==> src/rtl/membus_pkg.sv <==
// Shared types for the two-master memory front end.
//   ArbState : arbiter occupancy (idle, or which master owns the in-flight access)
//   Owner    : identifies a master; OWN_I = instruction fetch, OWN_D = load/store
package membus_pkg;

  typedef enum logic [1:0] {
    IDLE   = 2'd0,
    BUSY_I = 2'd1,
    BUSY_D = 2'd2
  } ArbState;

  typedef enum logic {
    OWN_I = 1'b0,
    OWN_D = 1'b1
  } Owner;

endpackage

==> src/rtl/arb_rr2.sv <==
// Two-way round-robin picker, purely combinational.
//   req[0]      : fetch master requesting
//   req[1]      : load/store master requesting
//   last        : master granted most recently (state held by the caller)
//   grant_valid : at least one request present
//   grant       : chosen master; on a tie, the one not granted last time
module arb_rr2
  import membus_pkg::*;
(
  input  logic [1:0] req,
  input  Owner       last,
  output logic       grant_valid,
  output Owner       grant
);

  always_comb begin
    grant_valid = |req;
    grant       = OWN_I;
    case (req)
      2'b10:   grant = OWN_D;
      2'b11:   grant = (last == OWN_I) ? OWN_D : OWN_I;
      default: grant = OWN_I;
    endcase
  end

endmodule

==> src/rtl/memory_arbiter.sv <==
// Two-master front end for a single-port memory: fetch (i_*) and load/store (d_*).
// Round-robin picks a requester, forwards it to the memory request port and tracks
// the single outstanding access so the response pulse is routed to its owner.
// Ports:
//   clk, rst                         clock, synchronous active-high reset
//   i_valid/i_ready/i_addr           fetch request handshake
//   i_rvalid/i_rdata                 fetch response
//   d_valid/d_ready/d_wen/d_addr/
//   d_wdata/d_wmask                  load/store request handshake
//   d_rvalid/d_rdata                 load/store completion (stores pulse too)
//   mem_ready/mem_valid/mem_wen/
//   mem_addr/mem_wdata/mem_wmask     memory request port
//   mem_rvalid/mem_rdata             memory response
module memory_arbiter
  import membus_pkg::*;
#(
  parameter int DATA_WIDTH = 64,
  parameter int ADDR_WIDTH = 16
) (
  input  logic                    clk,
  input  logic                    rst,
  input  logic                    i_valid,
  output logic                    i_ready,
  input  logic [ADDR_WIDTH-1:0]   i_addr,
  output logic                    i_rvalid,
  output logic [DATA_WIDTH-1:0]   i_rdata,
  input  logic                    d_valid,
  output logic                    d_ready,
  input  logic                    d_wen,
  input  logic [ADDR_WIDTH-1:0]   d_addr,
  input  logic [DATA_WIDTH-1:0]   d_wdata,
  input  logic [DATA_WIDTH/8-1:0] d_wmask,
  output logic                    d_rvalid,
  output logic [DATA_WIDTH-1:0]   d_rdata,
  input  logic                    mem_ready,
  output logic                    mem_valid,
  output logic                    mem_wen,
  output logic [ADDR_WIDTH-1:0]   mem_addr,
  output logic [DATA_WIDTH-1:0]   mem_wdata,
  output logic [DATA_WIDTH/8-1:0] mem_wmask,
  input  logic                    mem_rvalid,
  input  logic [DATA_WIDTH-1:0]   mem_rdata
);

  ArbState state, state_nxt;
  Owner    last_grant, last_nxt;
  Owner    pick;
  logic    pick_valid;
  logic    can_issue;
  logic    accept;

  arb_rr2 u_pick (
    .req         ({d_valid, i_valid}),
    .last        (last_grant),
    .grant_valid (pick_valid),
    .grant       (pick)
  );

  // Request side: a new access may go out while idle, or in the very cycle the
  // outstanding one completes, which gives back-to-back reads.
  always_comb begin
    can_issue = mem_ready & ((state == IDLE) | mem_rvalid);
    mem_valid = ~rst & can_issue & pick_valid;
    accept    = mem_valid & mem_ready;
    i_ready   = mem_valid & (pick == OWN_I);
    d_ready   = mem_valid & (pick == OWN_D);

    // Fetch never writes, so its write fields are forced to zero.
    mem_wen   = 1'b0;
    mem_addr  = i_addr;
    mem_wdata = '0;
    mem_wmask = '0;
    if (pick == OWN_D) begin
      mem_wen   = d_wen;
      mem_addr  = d_addr;
      mem_wdata = d_wdata;
      mem_wmask = d_wmask;
    end
  end

  // Response side: routed by current owner; a pulse with no owner is dropped.
  always_comb begin
    i_rvalid = ~rst & mem_rvalid & (state == BUSY_I);
    d_rvalid = ~rst & mem_rvalid & (state == BUSY_D);
    i_rdata  = mem_rdata;
    d_rdata  = mem_rdata;
  end

  always_comb begin
    state_nxt = state;
    last_nxt  = last_grant;
    if (accept) begin
      state_nxt = (pick == OWN_I) ? BUSY_I : BUSY_D;
      last_nxt  = pick;
    end else if ((state != IDLE) && mem_rvalid) begin
      state_nxt = IDLE;
    end
  end

  // last_grant resets to D so that I wins the first tie.
  always_ff @(posedge clk) begin
    if (rst) begin
      state      <= IDLE;
      last_grant <= OWN_D;
    end else begin
      state      <= state_nxt;
      last_grant <= last_nxt;
    end
  end

endmodule

==> config.mk <==
export PLATFORM = sky130hd
export DESIGN_NAME = memory_arbiter
export DESIGN_NICKNAME = d
export VERILOG_FILES = /design/src/rtl/membus_pkg.sv /design/src/rtl/arb_rr2.sv /design/src/rtl/memory_arbiter.sv
export SDC_FILE = /design/constraint.sdc
export NUM_CORES = 1
export LEC_CHECK = 0
export CORE_AREA = 4 4 152 154
export CTS_CLUSTER_DIAMETER = 150
export DETAILED_ROUTE_END_ITERATION = 12
export DIE_AREA = 0 0 156 158
export GPL_ROUTABILITY_DRIVEN = 0
export SETUP_SLACK_MARGIN = 0.4
export SLEW_MARGIN = 0
export SYNTH_ARGS = -nofsm -noshare
export SYNTH_HDL_FRONTEND = slang
export SYNTH_SLANG_ARGS = --single-unit
==> constraint.sdc <==
create_clock -name clk -period 3.7 [get_ports clk]
set_input_delay 0.37 -clock clk [delete_from_list [all_inputs] [get_ports clk]]
set_output_delay 0.37 -clock clk [all_outputs]
set_load 0.01 [all_outputs]
==> results of run 1 <==
-- area by class of cell --
cell class	count	area, µm²
sequential	3	60.1
inverter	3	11.3
tap	280	350
timing repair buffer	207	2060
fill	2466	18400
clock buffer	4	78.8
multi-input combinational	103	761
-- per-layer routing --
metal / global-route usage [%] / part of all wire (%) / up-vias
met5: 0 / 0 / -
met4: 2.79 / 3.8 / 0
met3: 3.28 / 16 / 48
met2: 9.61 / 46 / 167
met1: 6.30 / 35 / 809
li1: - / - / 849
-- kinds of logic (layout without fill, tap and decap cells) --
| family | after synthesis | in the layout |
|---|---|---|
| compound gates | 3 | 3 |
| simple gates | 83 | 83 |
| flops | 3 | 3 |
| buf+inv | 149 | 214 |
| mux | 17 | 17 |
-- worst min path at each step --
stage | start | endpoint | slack (ns) | depth (start not counted)
3_3_place_gp | state[1]$_SDFFE_PP0P_ | state[1]$_SDFFE_PP0P_ | 0.53 | 2
4_1_cts | state[1]$_SDFFE_PP0P_ | state[1]$_SDFFE_PP0P_ | 0.53 | 2
2_1_floorplan | rst | state[0]$_SDFFE_PP0P_ | 0.47 | 1
3_5_place_dp | state[1]$_SDFFE_PP0P_ | state[1]$_SDFFE_PP0P_ | 0.53 | 2
5_1_grt | state[1]$_SDFFE_PP0P_ | state[1]$_SDFFE_PP0P_ | 0.57 | 2
6_report | last_grant$_SDFFE_PP1P_ | last_grant$_SDFFE_PP1P_ | 0.54 | 2
-- critical path: stages --
cell and delay [ns]:
clkdlybuf4s50_1 0.48, nand2_2 0.12, and2_4 0.33, mux2_2 0.37
clkdlybuf4s50_1 0.49
-- cell usage after synthesis --
master,number,area (µm²)
buf_4,128,961
and3_1,73,457
clkbuf_1,15,56.3
mux2_2,8,90.1
mux2_4,8,120
nor2_1,4,15.0
dfxtp_1,3,60.1
inv_1,3,11.3
nand2_1,2,7.51
nor4b_1,2,17.5
o32ai_1,2,17.5
and2_4,1,8.76
buf_2,1,5.00
buf_6,1,11.3
buf_8,1,15.0
mux2i_1,1,10.0
nor2b_1,1,6.26
o221ai_1,1,8.76
-- power by group through the flow --
stage          clock network (mW)  logic [mW]  registers, mW
4_1_cts                     0.173       0.385         0.0369
2_1_floorplan                   0       0.271         0.0367
5_1_grt                     0.175       0.406         0.0375
3_3_place_gp                    0       0.382         0.0373
6_report                    0.170       0.380         0.0370
3_5_place_dp                    0       0.383         0.0373
-- state kept, by name (all words and copies together) (netlist names) --
signal / flops
state: 2
last_grant: 1
-- per-stage QoR --
| stage | total power, mW | hold WS [ns] |
|---|---|---|
| after CTS | 0.595 | 0.535 |
| after floorplan | 0.308 | 0.474 |
| after global routing | 0.618 | 0.571 |
| after detailed placement | 0.421 | 0.529 |
| after global placement | 0.419 | 0.528 |
| final | 0.588 | 0.536 |
==> results.cfg, run 1 <==
[global_route]
antenna_found_initial = 0
grt_pass1_wl_um = 11500
globalRouteOverflowTotal = 0
grt.total_usage_pct = 5.93
grt_pass1_vias = 1835
grt_max_degree = 40

[yosys]
synth_area_per_cell_um2 = 7.36
synth-compound-area-share_pct = 1.40
synth_cell_types = 18
syn_area_um2 = 1880
ys_warn_count = 0
synthMuxAreaShare_pct = 11.7
synthAdderAreaFrac_pct = 0
syn-num-nets = 430
syn_inst = 255
synth_seq_area_share_pct = 3.20
synth_xor_area_share_pct = 0
yosys.area_share.simple_pct = 27.2
synth_top_family_by_area = buffers and inverters
ys_seq_elements = 3

[final_layout]
design_area_um2 = 3320
num_antenna_cells = 0
mostFrequentLayoutCell = clkdlybuf4s50_1
finalCoreUtilization_pct = 15.3
layout_common_cells = clkdlybuf4s50_1 (203), and3_1 (73), mux2_4 (8), mux2_2 (8), nor2_1 (4)
nets = 496
syn_to_final_growth_pct = 76.8
drive_gt1_share_pct = 7.81
stdcell_count = 600

[clocking]
cts_tree = done
clock_sinks = 3
insertion_delay_ns = 0.22
cts.clk_slew.worst_paths_ns = 0.03
cts_root_buf = clkbuf_16
cts_inserted_buffers = 3
clk_path_buf_depth = 2
post_cts_buffers = 0
cts_resized = 0
h-tree-depth = 1
cts_hold_buf = 0

[drt]
drt-vias-per-instance = 3.12
vias = 1873
final_antenna_net_count = 0
wire_per_inst_um = 14.3
firstDrtPassIters = 4
drc = 0
wirelength_um = 8550
drt_iter0_drc = 144

[setup_path]
crit_start = i_valid
ff2ff_setup_slack_ns = 2.56
crit_type = input pin to primary output
reg2reg_from = state[1]$_SDFFE_PP0P_
worstReg2RegEnd = last_grant$_SDFFE_PP1P_
critPathArrivalTime_ns = 2.17
endpoint = mem_addr[2]
critPathMaxFanout = 18
crit_required_ns = 3.33
critPathCaptureType = primary output
startpoint_type = input pin
r2r_cells = 3

[outcome]
status = finished, final reports clean

[pwr]
swShare_pct = 27.5
p_int_mw = 0.426
p_clk_share_pct = 29.0
ir_drop_mv = 0.119
switchingPower_mw = 0.162
pwr_density_cell_nw_per_um2 = 177
combPwrFrac_pct = 64.7
seqPwrFrac_pct = 6.3
p_leak_nw = 1.38

[floorplanning]
pin_count = 397
initial_core_util_pct = 8.66
rows = 54
core_area_um2 = 21700
die_x_um = 156
die-height_um = 158
die-area_um2 = 24600

[timing]
rsz0062_at_grt = false
fin_ws_ns = 1.16
slew_headroom_pct = 61.1
finalSetupTns_ns = 0
finalHoldViolCount = 0
period_needed_ns = 2.54
min_period_over_period_pct = 68.7
fin_skew_ns = 0.00266
finalMaxSlewViolations = 0
fmax_ghz = 0.393
setup_viol = 0
tightest_slew_ns = 0.584

[placed_design]
dpl.cell_count = 596
dp_slack_ns = 1.14
port_buffers = 204
dpl.hpwl_um = 7250
dpl_cell_area_um2 = 3240

[hold_path]
hold_path_class = flop to flop

[job]
maxCapViolCount = 0
Note: power is estimated with default switching activity, not from simulation.
==> run 2, diff against run 1 <==
clock period = 2.5 ns   (was 3.7 ns; I/O delays follow)
==> results.cfg, run 2 (same netlist as run 1, synthesis figures left out) <==
[placed_design]
dpl.hpwl_um = 7120
dp_slack_ns = 0.161
port_buffers = 204
dpl_cell_area_um2 = 3260

[setup_path]
path_buf_inv = 2
crit_type = input pin to primary output
critPathMaxFanout = 5
critPathSlowestCell = clkdlybuf4s50_1
critPathArrivalTime_ns = 1.78
cp_top_family = buffers and inverters
startpoint_type = input pin
critPathCaptureType = primary output
cp_cell_sequence = dlygate4sd2_1 -> nand2_2 -> and2_2 -> mux2_2 -> clkdlybuf4s50_1
crit_required_ns = 2.25
slowest_delay_ns = 0.48

[global_route]
globalRouteOverflowTotal = 0
grtUsageMet1_pct = 6.60
antenna_found_initial = 0
use_met3_pct = 3.14
grt_pass1_vias = 1891
grt_pass1_wl_um = 11800
busiest_layer = met2
grt.total_usage_pct = 6.12
use_met2_pct = 9.90
grt_max_degree = 41

[timing]
setup_viol = 0
finalSetupTns_ns = 0
fmax_ghz = 0.492
tightest_slew_ns = 0.329
finalHoldViolCount = 0
finalMaxSlewViolations = 0
min_period_over_period_pct = 81.3
slew_headroom_pct = 78.1
rsz0062_at_grt = true
fin_skew_ns = 0.000156
period_needed_ns = 2.03
fin_ws_ns = 0.467

[floorplanning]
initial_core_util_pct = 8.66
die-area_um2 = 24600
core_area_um2 = 21700
rows = 54
pin_count = 397
die_x_um = 156
die-height_um = 158

[final_layout]
num_antenna_cells = 0
top_regs = state: 2 flops, last_grant: 1 flops
largest_reg_flops = 2
design_area_um2 = 3370
syn_to_final_growth_pct = 79.7
finalCoreUtilization_pct = 15.6
nets = 500
drive_gt1_share_pct = 9.57
layout_common_cells = clkdlybuf4s50_1 (202), and3_1 (73), mux2_4 (8), mux2_2 (8), nor2_1 (4)
mostFrequentLayoutCell = clkdlybuf4s50_1
top_register = state

[clocking]
cts_inserted_buffers = 3
cts_tree = done
clock_sinks = 3
cts_root_buf = clkbuf_16
h-tree-depth = 1
cts_hold_buf = 0
clk_path_buf_depth = 2
insertion_delay_ns = 0.22

[drt]
drt_iter0_drc = 62
vias = 1880
wirelength_um = 8720
final_antenna_net_count = 0
drc = 0
firstDrtPassIters = 4
drt-vias-per-instance = 3.11
wire_per_inst_um = 14.4

[outcome]
status = finished, final reports clean

[pwr]
pwr_density_cell_nw_per_um2 = 262
ir_drop_mv = 0.150
p_leak_nw = 1.41

[job]
maxCapViolCount = 0

[hold_path]
hold_path_class = input pin to primary output
==> run 2: worst paths after layout <==
kind / from / endpoint / slack, ns / cells past startpoint
worst min register to register: last_grant$_SDFFE_PP1P_ / last_grant$_SDFFE_PP1P_ / 0.53 / 2
worst max-delay path: i_valid / mem_addr[3] / 0.47 / 5
worst min-delay path: mem_rdata[34] / d_rdata[34] / 0.50 / 0
worst max register to register: last_grant$_SDFFE_PP1P_ / state[1]$_SDFFE_PP0P_ / 1.46 / 4
==> run 2: layer usage <==
metal | routed length [µm] | share of wire (%)
met1 | 3060 | 35
met4 | 328 | 3.8
met5 | 0 | 0
met2 | 4040 | 46
met3 | 1300 | 15
==> run 2: where the power goes <==
| part | internal, mW | total (mW) | leakage [nW] | switching (mW) |
|---|---|---|---|---|
| logic | 0.376 | 0.576 | 1.34 | 0.200 |
| registers | 0.0520 | 0.0546 | 0.0247 | 0.00259 |
| clock network | 0.210 | 0.255 | 0.0382 | 0.0442 |
==> run 2: timing repair <==
item,CTS,global route
buffers inserted,0,0
endpoints found under the setup margin,91,3
gates resized for setup,5,2
pin swaps,1,0
gates cloned,2,0
==> run 2: area by class of cell <==
cell class	count	area [µm²]
timing repair buffer	209	2080
fill	2426	18300
sequential	3	60.1
clock buffer	4	78.8
tap	280	350
multi-input combinational	105	790
inverter	3	11.3
==> run 2: stage by stage <==
step	power [mW]	hold slack, ns	cells
global route	0.939	0.500	604
global placement	0.623	0.500	598
floorplan	0.456	0.354	255
detailed placement	0.625	0.500	598
CTS	0.897	0.500	604
finish	0.885	0.500	604
